<file path="src/rtl/afe_spi_pkg.sv">
// afe_spi_pkg: shared constants and types for the AFE SPI responder.
//   AFE_SPI_WORD_WIDTH   default bits per SPI word
//   AFE_SPI_SYNC_STAGES  default synchronizer depth
//   afe_spi_cnt_width()  width needed to count 0..WORD_WIDTH+1 bits
//   bit_count_t          bit counter type at the default word width
package afe_spi_pkg;

   localparam int unsigned AFE_SPI_WORD_WIDTH  = 24;
   localparam int unsigned AFE_SPI_SYNC_STAGES = 2;

   // The counter must hold WORD_WIDTH+1 so an over-long word is distinguishable.
   function automatic int unsigned afe_spi_cnt_width(input int unsigned word_width);
      return $clog2(word_width + 2);
   endfunction

   typedef logic [$clog2(AFE_SPI_WORD_WIDTH + 2)-1:0] bit_count_t;

endpackage

</file>
<file path="src/rtl/spi_input_sync.sv">
// spi_input_sync: multi-stage synchronizer for one asynchronous SPI input, followed by a
// history register and registered edge detection.
// Ports:
//   clk_i    system clock
//   rst_ni   asynchronous active-low reset
//   din_i    asynchronous input
//   level_o  synchronized level, aligned with rise_o/fall_o
//   rise_o   one-cycle pulse on a synchronized rising edge
//   fall_o   one-cycle pulse on a synchronized falling edge
module spi_input_sync #(
   parameter int unsigned STAGES = 2
) (
   input  logic clk_i,
   input  logic rst_ni,
   input  logic din_i,
   output logic level_o,
   output logic rise_o,
   output logic fall_o
);

   logic [STAGES-1:0] sync_q;
   logic              hist_q;
   logic              rise_q;
   logic              fall_q;

   // History resets to 0, so an input already high at reset release yields one rise.
   always_ff @(posedge clk_i or negedge rst_ni) begin
      if (!rst_ni) begin
         sync_q <= '0;
         hist_q <= 1'b0;
         rise_q <= 1'b0;
         fall_q <= 1'b0;
      end else begin
         sync_q <= {sync_q[STAGES-2:0], din_i};
         hist_q <= sync_q[STAGES-1];
         rise_q <= sync_q[STAGES-1] & ~hist_q;
         fall_q <= ~sync_q[STAGES-1] & hist_q;
      end
   end

   // hist_q updates on the same edge as rise_q/fall_q, so level and edges line up.
   assign level_o = hist_q;
   assign rise_o  = rise_q;
   assign fall_o  = fall_q;

endmodule

</file>
<file path="src/rtl/afe_spi_responder.sv">
// afe_spi_responder: oversampled SPI write responder for an AFE. Shifts spiSdi in on
// synchronized spiClk rising edges while spiLe is low and judges the word on the spiLe
// rising edge: correct length updates wordData, any other length pulses lengthErr.
// Optional feature macro: AFE_SPI_RESPONDER_READBACK_EN adds a readback shift register
// driving spiSdo; without it spiSdo is tied low.
// Ports:
//   sysClk, sysResetN     system clock, asynchronous active-low reset
//   spiClk, spiSdi, spiLe asynchronous SPI inputs (MSB first, latch on spiLe rise)
//   spiSdo                readback data
//   wordData, wordValid   last correct-length word and its one-cycle update pulse
//   lengthErr, errCount   wrong-length pulse and saturating error count
//   busy                  a word is being shifted in
module afe_spi_responder
   import afe_spi_pkg::*;
#(
   parameter int unsigned WORD_WIDTH   = AFE_SPI_WORD_WIDTH,
   parameter int unsigned SYNC_STAGES  = AFE_SPI_SYNC_STAGES,
   parameter int unsigned ERRCNT_WIDTH = 16
) (
   input  logic                    sysClk,
   input  logic                    sysResetN,
   input  logic                    spiClk,
   input  logic                    spiSdi,
   input  logic                    spiLe,
   output logic                    spiSdo,
   output logic [WORD_WIDTH-1:0]   wordData,
   output logic                    wordValid,
   output logic                    lengthErr,
   output logic [ERRCNT_WIDTH-1:0] errCount,
   output logic                    busy
);

   localparam int unsigned     CntW    = afe_spi_cnt_width(WORD_WIDTH);
   localparam logic [CntW-1:0] FullCnt = CntW'(WORD_WIDTH);
   localparam logic [CntW-1:0] MaxCnt  = CntW'(WORD_WIDTH + 1);

   logic clk_level, clk_rise, clk_fall;
   logic le_level, le_rise, le_fall;
   logic sdi_level, sdi_rise, sdi_fall;

   spi_input_sync #(.STAGES(SYNC_STAGES)) u_sync_clk (
      .clk_i  (sysClk),
      .rst_ni (sysResetN),
      .din_i  (spiClk),
      .level_o(clk_level),
      .rise_o (clk_rise),
      .fall_o (clk_fall)
   );

   spi_input_sync #(.STAGES(SYNC_STAGES)) u_sync_le (
      .clk_i  (sysClk),
      .rst_ni (sysResetN),
      .din_i  (spiLe),
      .level_o(le_level),
      .rise_o (le_rise),
      .fall_o (le_fall)
   );

   spi_input_sync #(.STAGES(SYNC_STAGES)) u_sync_sdi (
      .clk_i  (sysClk),
      .rst_ni (sysResetN),
      .din_i  (spiSdi),
      .level_o(sdi_level),
      .rise_o (sdi_rise),
      .fall_o (sdi_fall)
   );

   logic [WORD_WIDTH-1:0]   shift_q, shift_d;
   logic [CntW-1:0]         bit_cnt_q, bit_cnt_d;
   logic [WORD_WIDTH-1:0]   word_q, word_d;
   logic                    valid_q, valid_d;
   logic                    err_q, err_d;
   logic [ERRCNT_WIDTH-1:0] err_cnt_q, err_cnt_d;

   // A latch edge takes priority; le_level is already high then, so a coincident
   // clock edge is dropped and the latch judges the prior bit count.
   always_comb begin
      shift_d   = shift_q;
      bit_cnt_d = bit_cnt_q;
      word_d    = word_q;
      valid_d   = 1'b0;
      err_d     = 1'b0;
      err_cnt_d = err_cnt_q;
      if (le_rise) begin
         bit_cnt_d = '0;
         if (bit_cnt_q == FullCnt) begin
            word_d  = shift_q;
            valid_d = 1'b1;
         end else begin
            err_d = 1'b1;
            if (err_cnt_q != '1) begin
               err_cnt_d = err_cnt_q + ERRCNT_WIDTH'(1);
            end
         end
      end else if (clk_rise && !le_level) begin
         shift_d = {shift_q[WORD_WIDTH-2:0], sdi_level};
         if (bit_cnt_q != MaxCnt) begin
            bit_cnt_d = bit_cnt_q + CntW'(1);
         end
      end
   end

   always_ff @(posedge sysClk or negedge sysResetN) begin
      if (!sysResetN) begin
         shift_q   <= '0;
         bit_cnt_q <= '0;
         word_q    <= '0;
         valid_q   <= 1'b0;
         err_q     <= 1'b0;
         err_cnt_q <= '0;
      end else begin
         shift_q   <= shift_d;
         bit_cnt_q <= bit_cnt_d;
         word_q    <= word_d;
         valid_q   <= valid_d;
         err_q     <= err_d;
         err_cnt_q <= err_cnt_d;
      end
   end

   assign wordData  = word_q;
   assign wordValid = valid_q;
   assign lengthErr = err_q;
   assign errCount  = err_cnt_q;
   assign busy      = ~le_level & (bit_cnt_q != '0);

`ifdef AFE_SPI_RESPONDER_READBACK_EN
   logic [WORD_WIDTH-1:0] rb_q, rb_d;

   // Reload on each accepted word, then present it MSB first on falling SPI edges.
   always_comb begin
      rb_d = rb_q;
      if (valid_q) begin
         rb_d = word_q;
      end else if (clk_fall && !le_level) begin
         rb_d = {rb_q[WORD_WIDTH-2:0], 1'b0};
      end
   end

   always_ff @(posedge sysClk or negedge sysResetN) begin
      if (!sysResetN) begin
         rb_q <= '0;
      end else begin
         rb_q <= rb_d;
      end
   end

   assign spiSdo = rb_q[WORD_WIDTH-1];

   logic unused_edges;
   assign unused_edges = ^{clk_level, le_fall, sdi_rise, sdi_fall};
`else
   assign spiSdo = 1'b0;

   logic unused_edges;
   assign unused_edges = ^{clk_level, clk_fall, le_fall, sdi_rise, sdi_fall};
`endif

endmodule

</file>
<file path="config.mk">
export PLATFORM = sky130hd
export DESIGN_NAME = afe_spi_responder
export DESIGN_NICKNAME = d
export VERILOG_FILES = /design/src/rtl/afe_spi_pkg.sv /design/src/rtl/spi_input_sync.sv /design/src/rtl/afe_spi_responder.sv
export SDC_FILE = /design/constraint.sdc
export NUM_CORES = 1
export LEC_CHECK = 0
export CAP_MARGIN = 5
export CELL_PAD_IN_SITES_DETAIL_PLACEMENT = 1
export CELL_PAD_IN_SITES_GLOBAL_PLACEMENT = 2
export CORE_ASPECT_RATIO = 0.8
export CORE_UTILIZATION = 41
export CTS_CLUSTER_SIZE = 20
export DETAILED_ROUTE_END_ITERATION = 7
export PLACE_DENSITY = 0.89
export RECOVER_POWER = 50
export SYNTH_ARGS = -nofsm -noshare
export SYNTH_HDL_FRONTEND = slang
export SYNTH_HIERARCHICAL = 1
export SYNTH_SLANG_ARGS = --single-unit
</file>
<file path="constraint.sdc">
create_clock -name sysClk -period 3.5 [get_ports sysClk]
set_input_delay 0.35 -clock sysClk [delete_from_list [all_inputs] [get_ports sysClk]]
set_output_delay 0.35 -clock sysClk [all_outputs]
set_load 0.02 [all_outputs]
</file>
==> results of run 1 <==
-- power by group through the flow --
stage          Combinational, W  Clock (W)  Sequential (W)
4_1_cts                0.000287   0.000642         0.00112
5_1_grt                0.000306   0.000681         0.00114
3_5_place_dp           0.000285          0         0.00114
2_1_floorplan          0.000120          0         0.00115
6_report               0.000280   0.000613         0.00112
3_3_place_gp           0.000274          0         0.00113
-- flip-flops by register name, summed over array words and instances (netlist names) --
name,cells
u_sync_clk/rise_o,1
u_sync_clk/sync_q,2
u_sync_le/level_o,1
u_sync_le/rise_o,1
u_sync_le/sync_q,2
wordData,24
lengthErr,1
u_sync_sdi/level_o,1
bit_cnt_q,5
errCount,16
u_sync_sdi/sync_q,2
wordValid,1
shift_q,24
u_sync_clk/level_o,1
-- through the flow --
step           hold WS [ns]  utilization [%]  area [um2]  worst slack, ns
2_1_floorplan       0.05441                -        3276            1.632
3_3_place_gp         0.3322            50.89        3851            1.555
3_5_place_dp         0.3372            50.89        3851            1.499
5_1_grt              0.3574            53.09        4018           0.8026
6_report             0.3534            53.09        4018            1.077
4_1_cts              0.1988            53.22        4028            1.108
-- final cells by class --
class	count	area share, %
well taps	105	3.270
multi-input cells	131	28.93
repair buffers	49	11.77
clock inverters	6	1.215
flip-flops and latches	82	51.07
inverters	6	0.5606
clock buffers	10	3.177
-- worst paths after layout --
path / to / slack (ns) / cells after the start
max reg2reg: wordData[9] / 1.08 / 5
max: wordData[9] / 1.08 / 5
min reg2reg: u_sync_sdi/level_o / 0.35 / 0
max in group asynchronous: bit_cnt_q[3] / 1.74 / 1
min in group asynchronous: wordData[17] / 0.57 / 1
min: u_sync_sdi/level_o / 0.35 / 0
-- cells in the final DEF (no fill, tap or decap), types with 2 or more instances in the layout --
cell type	instances
nand2_1	7
dfrtp_1	82
nor2b_1	2
a21oi_1	2
clkinvlp_4	2
xor2_1	13
inv_1	6
clkbuf_8	9
ha_1	4
inv_6	2
clkdlybuf4s50_1	43
and3b_1	2
dlygate4sd3_1	3
nor2_2	2
nor3_1	5
o21ai_0	2
xnor2_1	3
or3_1	2
nor4_1	7
clkbuf_1	3
nand4_1	3
nor4_2	2
nand3_1	5
mux2_2	50
nor2_1	5
-- layer usage --
metal,wire length (um),up-vias,GRT usage [%],part of all wire (%)
li1,-,900,-,-
met1,2817,1004,21.59,48
met2,2693,51,25.00,46
met3,274,6,6.213,4.7
met4,72,0,5.714,1.2
met5,0,-,0,0
==> reports/results.tsv, run 1 <==
metric	value	unit
status	complete, but fails checks	
vias	1961	
cpPeakStageDelay	0.98	ns
wl_per_cell	15.06	um
drc_errors	0	
postCtsSetupBuffers	0	
path_clk_slew	0.09	ns
place.gp.congestion	0.7396	
relSlewSlack	-34.85	%
arrival	2.66	ns
leakagePower	1.892	nW
worstSkewPairLatency	0.34	ns
dr.first_iter.drc_count	25	
tightest_slew	2.023	ns
failed_checks	capacitance limit, slew limit	
power.switching	0.0005901	W
start_util	43.29	%
cp-end-kind	flop	
period_share	69.22	%
grt_pass1_wl	10120	um
clock.fmax	412.8	MHz
slew_viol_final	83	
dp_cells	373	
crit_type	reg -> reg	
critPathSlowestCell	clkbuf_1	
rsz0062_at_grt	false	
r2r-start	bit_cnt_q[0]	
cts_tree	built	
antenna_found_initial	0	
worstPathRequired	3.74	ns
crit_fanout	25	
path_cells	inv_1, ha_1, and3_1, clkbuf_1, mux2_2	
die_area	0.008353	mm2
pwr_density_cell	501.8	mW/mm2
fp.dieW	101.9	um
area_delta_synth_final	22.65	%
cts_num_sinks	82	
fin_skew	0.005955	ns
grt_pass1_vias	2056	
clockBufferDepth	2	
dr.pass1.iters	4	
numCtsBuffers	9	
synth_warnings	6	
postSynthCellCount	227	
hold_viol_final	0	
cap_violations	1	
fillers	775	
ctsResizeCount	0	
cts.htree.levels	3	
worst-path-buf-inv	2	
min_from	u_sync_sdi/sync_q[1]	
postRouteAntennaNets	0	
layout.nets	288	
p_total	0.002016	W
grt_max_degree	83	
layout.cells.non_filler	389	
portBuffers	47	
crit_start	bit_cnt_q[0]	
cts_root_buf	clkbuf_8	
grt_overflow_total	0	
setup_viol	0	
core_area	0.007567	mm2
syn_area	0.003276	mm2
multi_input_area	0.001162	mm2
peakVddDrop	356.3	uV
hpwl	3928	um
seq_power_share	55.7	%
dieHeight	81.95	um
internal-power	0.001426	W
diodes	0	
grt.total_usage	16.41	%
synth_fp_nets	236	
hold_buffers	0	
path_delay_family	buffers and inverters	
tns	0	ns
swShare	29.27	%
comb_power_share	13.9	%
viasPerCell	5.041	
regArea	0.002052	mm2
row_count	28	
drive_above_1_share	26.76	%
ios	49	
critPathLaunchType	flop	
layout_min_cycle_time	2.423	ns
syn_avg_cell_area	14.43	um2
routed_wl	5857	um
hp-class	reg -> reg	
clock_power_share	30.4	%
No activity file was read; power rests on OpenSTA's default activity.
==> inputs of run 2 (changes only) <==
CORE_UTILIZATION = 34   (was 41)
PLACE_DENSITY = 0.8   (was 0.89)
clock period = 2 ns   (was 3.5 ns; I/O delays follow)
==> run 2 against run 1 <==
  * Highest routed layer unchanged
  * The run ends with DRC left
  * Largest cell class unchanged
  * Critical path depth unchanged
  * Global-route usage decreased by 1.9 points
  * Die area up 20%
  * Non-clock buffer count up 7
==> reports/results.tsv, run 2 (synthesized netlist as in run 1, its figures left out) <==
metric	value	unit	change
final_common_cell	dfrtp_1		
cap_violations	0		-1
layout_min_cycle_time	1.883	ns	
cp-end-kind	primary output		
grt_pass1_wl	11380	um	+12%
cts_root_buf	clkbuf_16		
arrival	1.68	ns	-0.98 ns
path_clk_slew	0.06	ns	-0.03 ns
fp.dieW	111.7	um	+9.6%
crit_type	reg -> out		
vias	1993		+1.6%
dr.first_iter.drc_count	45		+80%
row_count	31		+11%
clock.fmax	531.2	MHz	
pwr_density_cell	1012	mW/mm2	+100%
hp-class	reg -> reg		
drc_errors	5		+5
hpwl	4375	um	+11%
viasPerCell	4.909		-2.6%
area_delta_synth_final	29.87	%	
portBuffers	47		unchanged
cts_num_sinks	82		unchanged
cts_tree	built		
relSlewSlack	50.08	%	+85 points
failed_checks	DRC		
tns	0	ns	unchanged
dr.pass1.iters	8		+4
start_util	35.63	%	-7.7 points
clockBufferDepth	2		unchanged
diodes	0		unchanged
grt_max_degree	31		-63%
postRouteAntennaNets	0		unchanged
grt.total_usage	14.56	%	-1.9 points
peakVddDrop	514.6	uV	+44%
grt_overflow_total	0		unchanged
routed_wl	6497	um	+11%
setup_slack	0.1174	ns	-0.9600 ns
wl_per_cell	16.00	um	+6.3%
crit_fanout	4		-84%
reg2reg_slack	0.14	ns	-0.94 ns
dieHeight	89.79	um	+9.6%
ios	49		unchanged
postCtsSetupBuffers	0		unchanged
fillers	927		+20%
grt_pass1_vias	2163		+5.2%
die_area	0.01003	mm2	+20%
antenna_found_initial	0		unchanged
worstSkewPairLatency	0.33	ns	about the same
tightest_slew	0.7488	ns	-1.274 ns
drive_above_1_share	28.87	%	+2.1 points
fin_hold_ws	0.3496	ns	-0.003840 ns
leakagePower	2.020	nW	+6.8%
setup_viol	0		unchanged
multi_input_area	0.001162	mm2	unchanged
numCtsBuffers	9		unchanged
layout.nets	295		+2.4%
critPathLaunchType	flop		
period_share	94.13	%	
hold_viol_final	0		unchanged
cts.htree.levels	3		unchanged
slew_viol_final	0		-100%
place.gp.congestion	0.7811		+5.6%
rsz0062_at_grt	false		
regArea	0.002052	mm2	unchanged
p_total	0.004306	W	+110%
place_ws	0.1545	ns	-1.345 ns
core_area	0.009193	mm2	+21%
worstPathRequired	1.80	ns	-1.94 ns
fin_skew	0.005294	ns	-0.0006610 ns
mostFrequentLayoutCells	dfrtp_1, mux2_2, clkdlybuf4s50_1, xor2_1, clkbuf_16		
status	complete, but fails checks		
run 2: changes by cell type in the layout (fill, tap and decap cells not counted), sizes merged, moves of 2 or more:
| cell | change |
|---|---|
| clkdlybuf4s50 | -4 |
| dlygate4sd3 | +4 |
| buf | +5 |
| bufinv | +2 |
run 2: metal layers:
layer	wire (um)	track usage, %
met2	3002	21.64
met3	202	4.653
met1	3247	20.32
met4	44	4.167
met5	0	0
run 2: critical path: stages, from the launching register on:
cell and delay (ns):
dfrtp_1 0.42, inv_1 0.11, ha_1 0.19, nor4b_1 0.24, nor2_1 0.07, dlygate4sd2_1 0.33
run 2: cell type report:
class / count / area share, %
inverters: 6 / 0.5294
multi-input cells: 131 / 27.32
clock inverters: 6 / 2.265
repair buffers: 56 / 12.65
clock buffers: 10 / 5.618
flip-flops and latches: 82 / 48.24
well taps: 115 / 3.382
run 2: path summary, 6_finish.rpt:
kind | cells past startpoint | endpoint | start
hold reg to reg | 0 | u_sync_sdi/sync_q[1] | u_sync_sdi/sync_q[0]
min in group asynchronous | 2 | wordData[14] | sysResetN
hold / removal | 0 | u_sync_sdi/sync_q[1] | u_sync_sdi/sync_q[0]
setup reg to reg | 6 | errCount[1] | errCount[0]
max in group asynchronous | 3 | shift_q[21] | sysResetN
setup / recovery | 5 | busy | bit_cnt_q[0]
run 2: metrics by stage:
step | util (%) | instance area, um2 | cells
after floorplan | - | 3276 | 227
after global placement | 42.66 | 3921 | 389
after detailed placement | 42.66 | 3921 | 389
after CTS | 46.40 | 4265 | 406
after global routing | 46.28 | 4254 | 406
final | 46.28 | 4254 | 406
run 2: what timing repair did:
item                                   CTS  global route
endpoints found under the hold margin   27             0
setup endpoints to repair                1             0
hold buffers                             1             0
resized for setup                        1             0
run 2: power by group:
group	switching [W]	leakage (nW)	total [W]	internal, W
sequential	0.000171	1.10	0.00197	0.00180
clock	0.000694	0.162	0.00184	0.00115
combinational	0.000261	0.758	0.000499	0.000239
total	0.00113	2.02	0.00431	0.00318
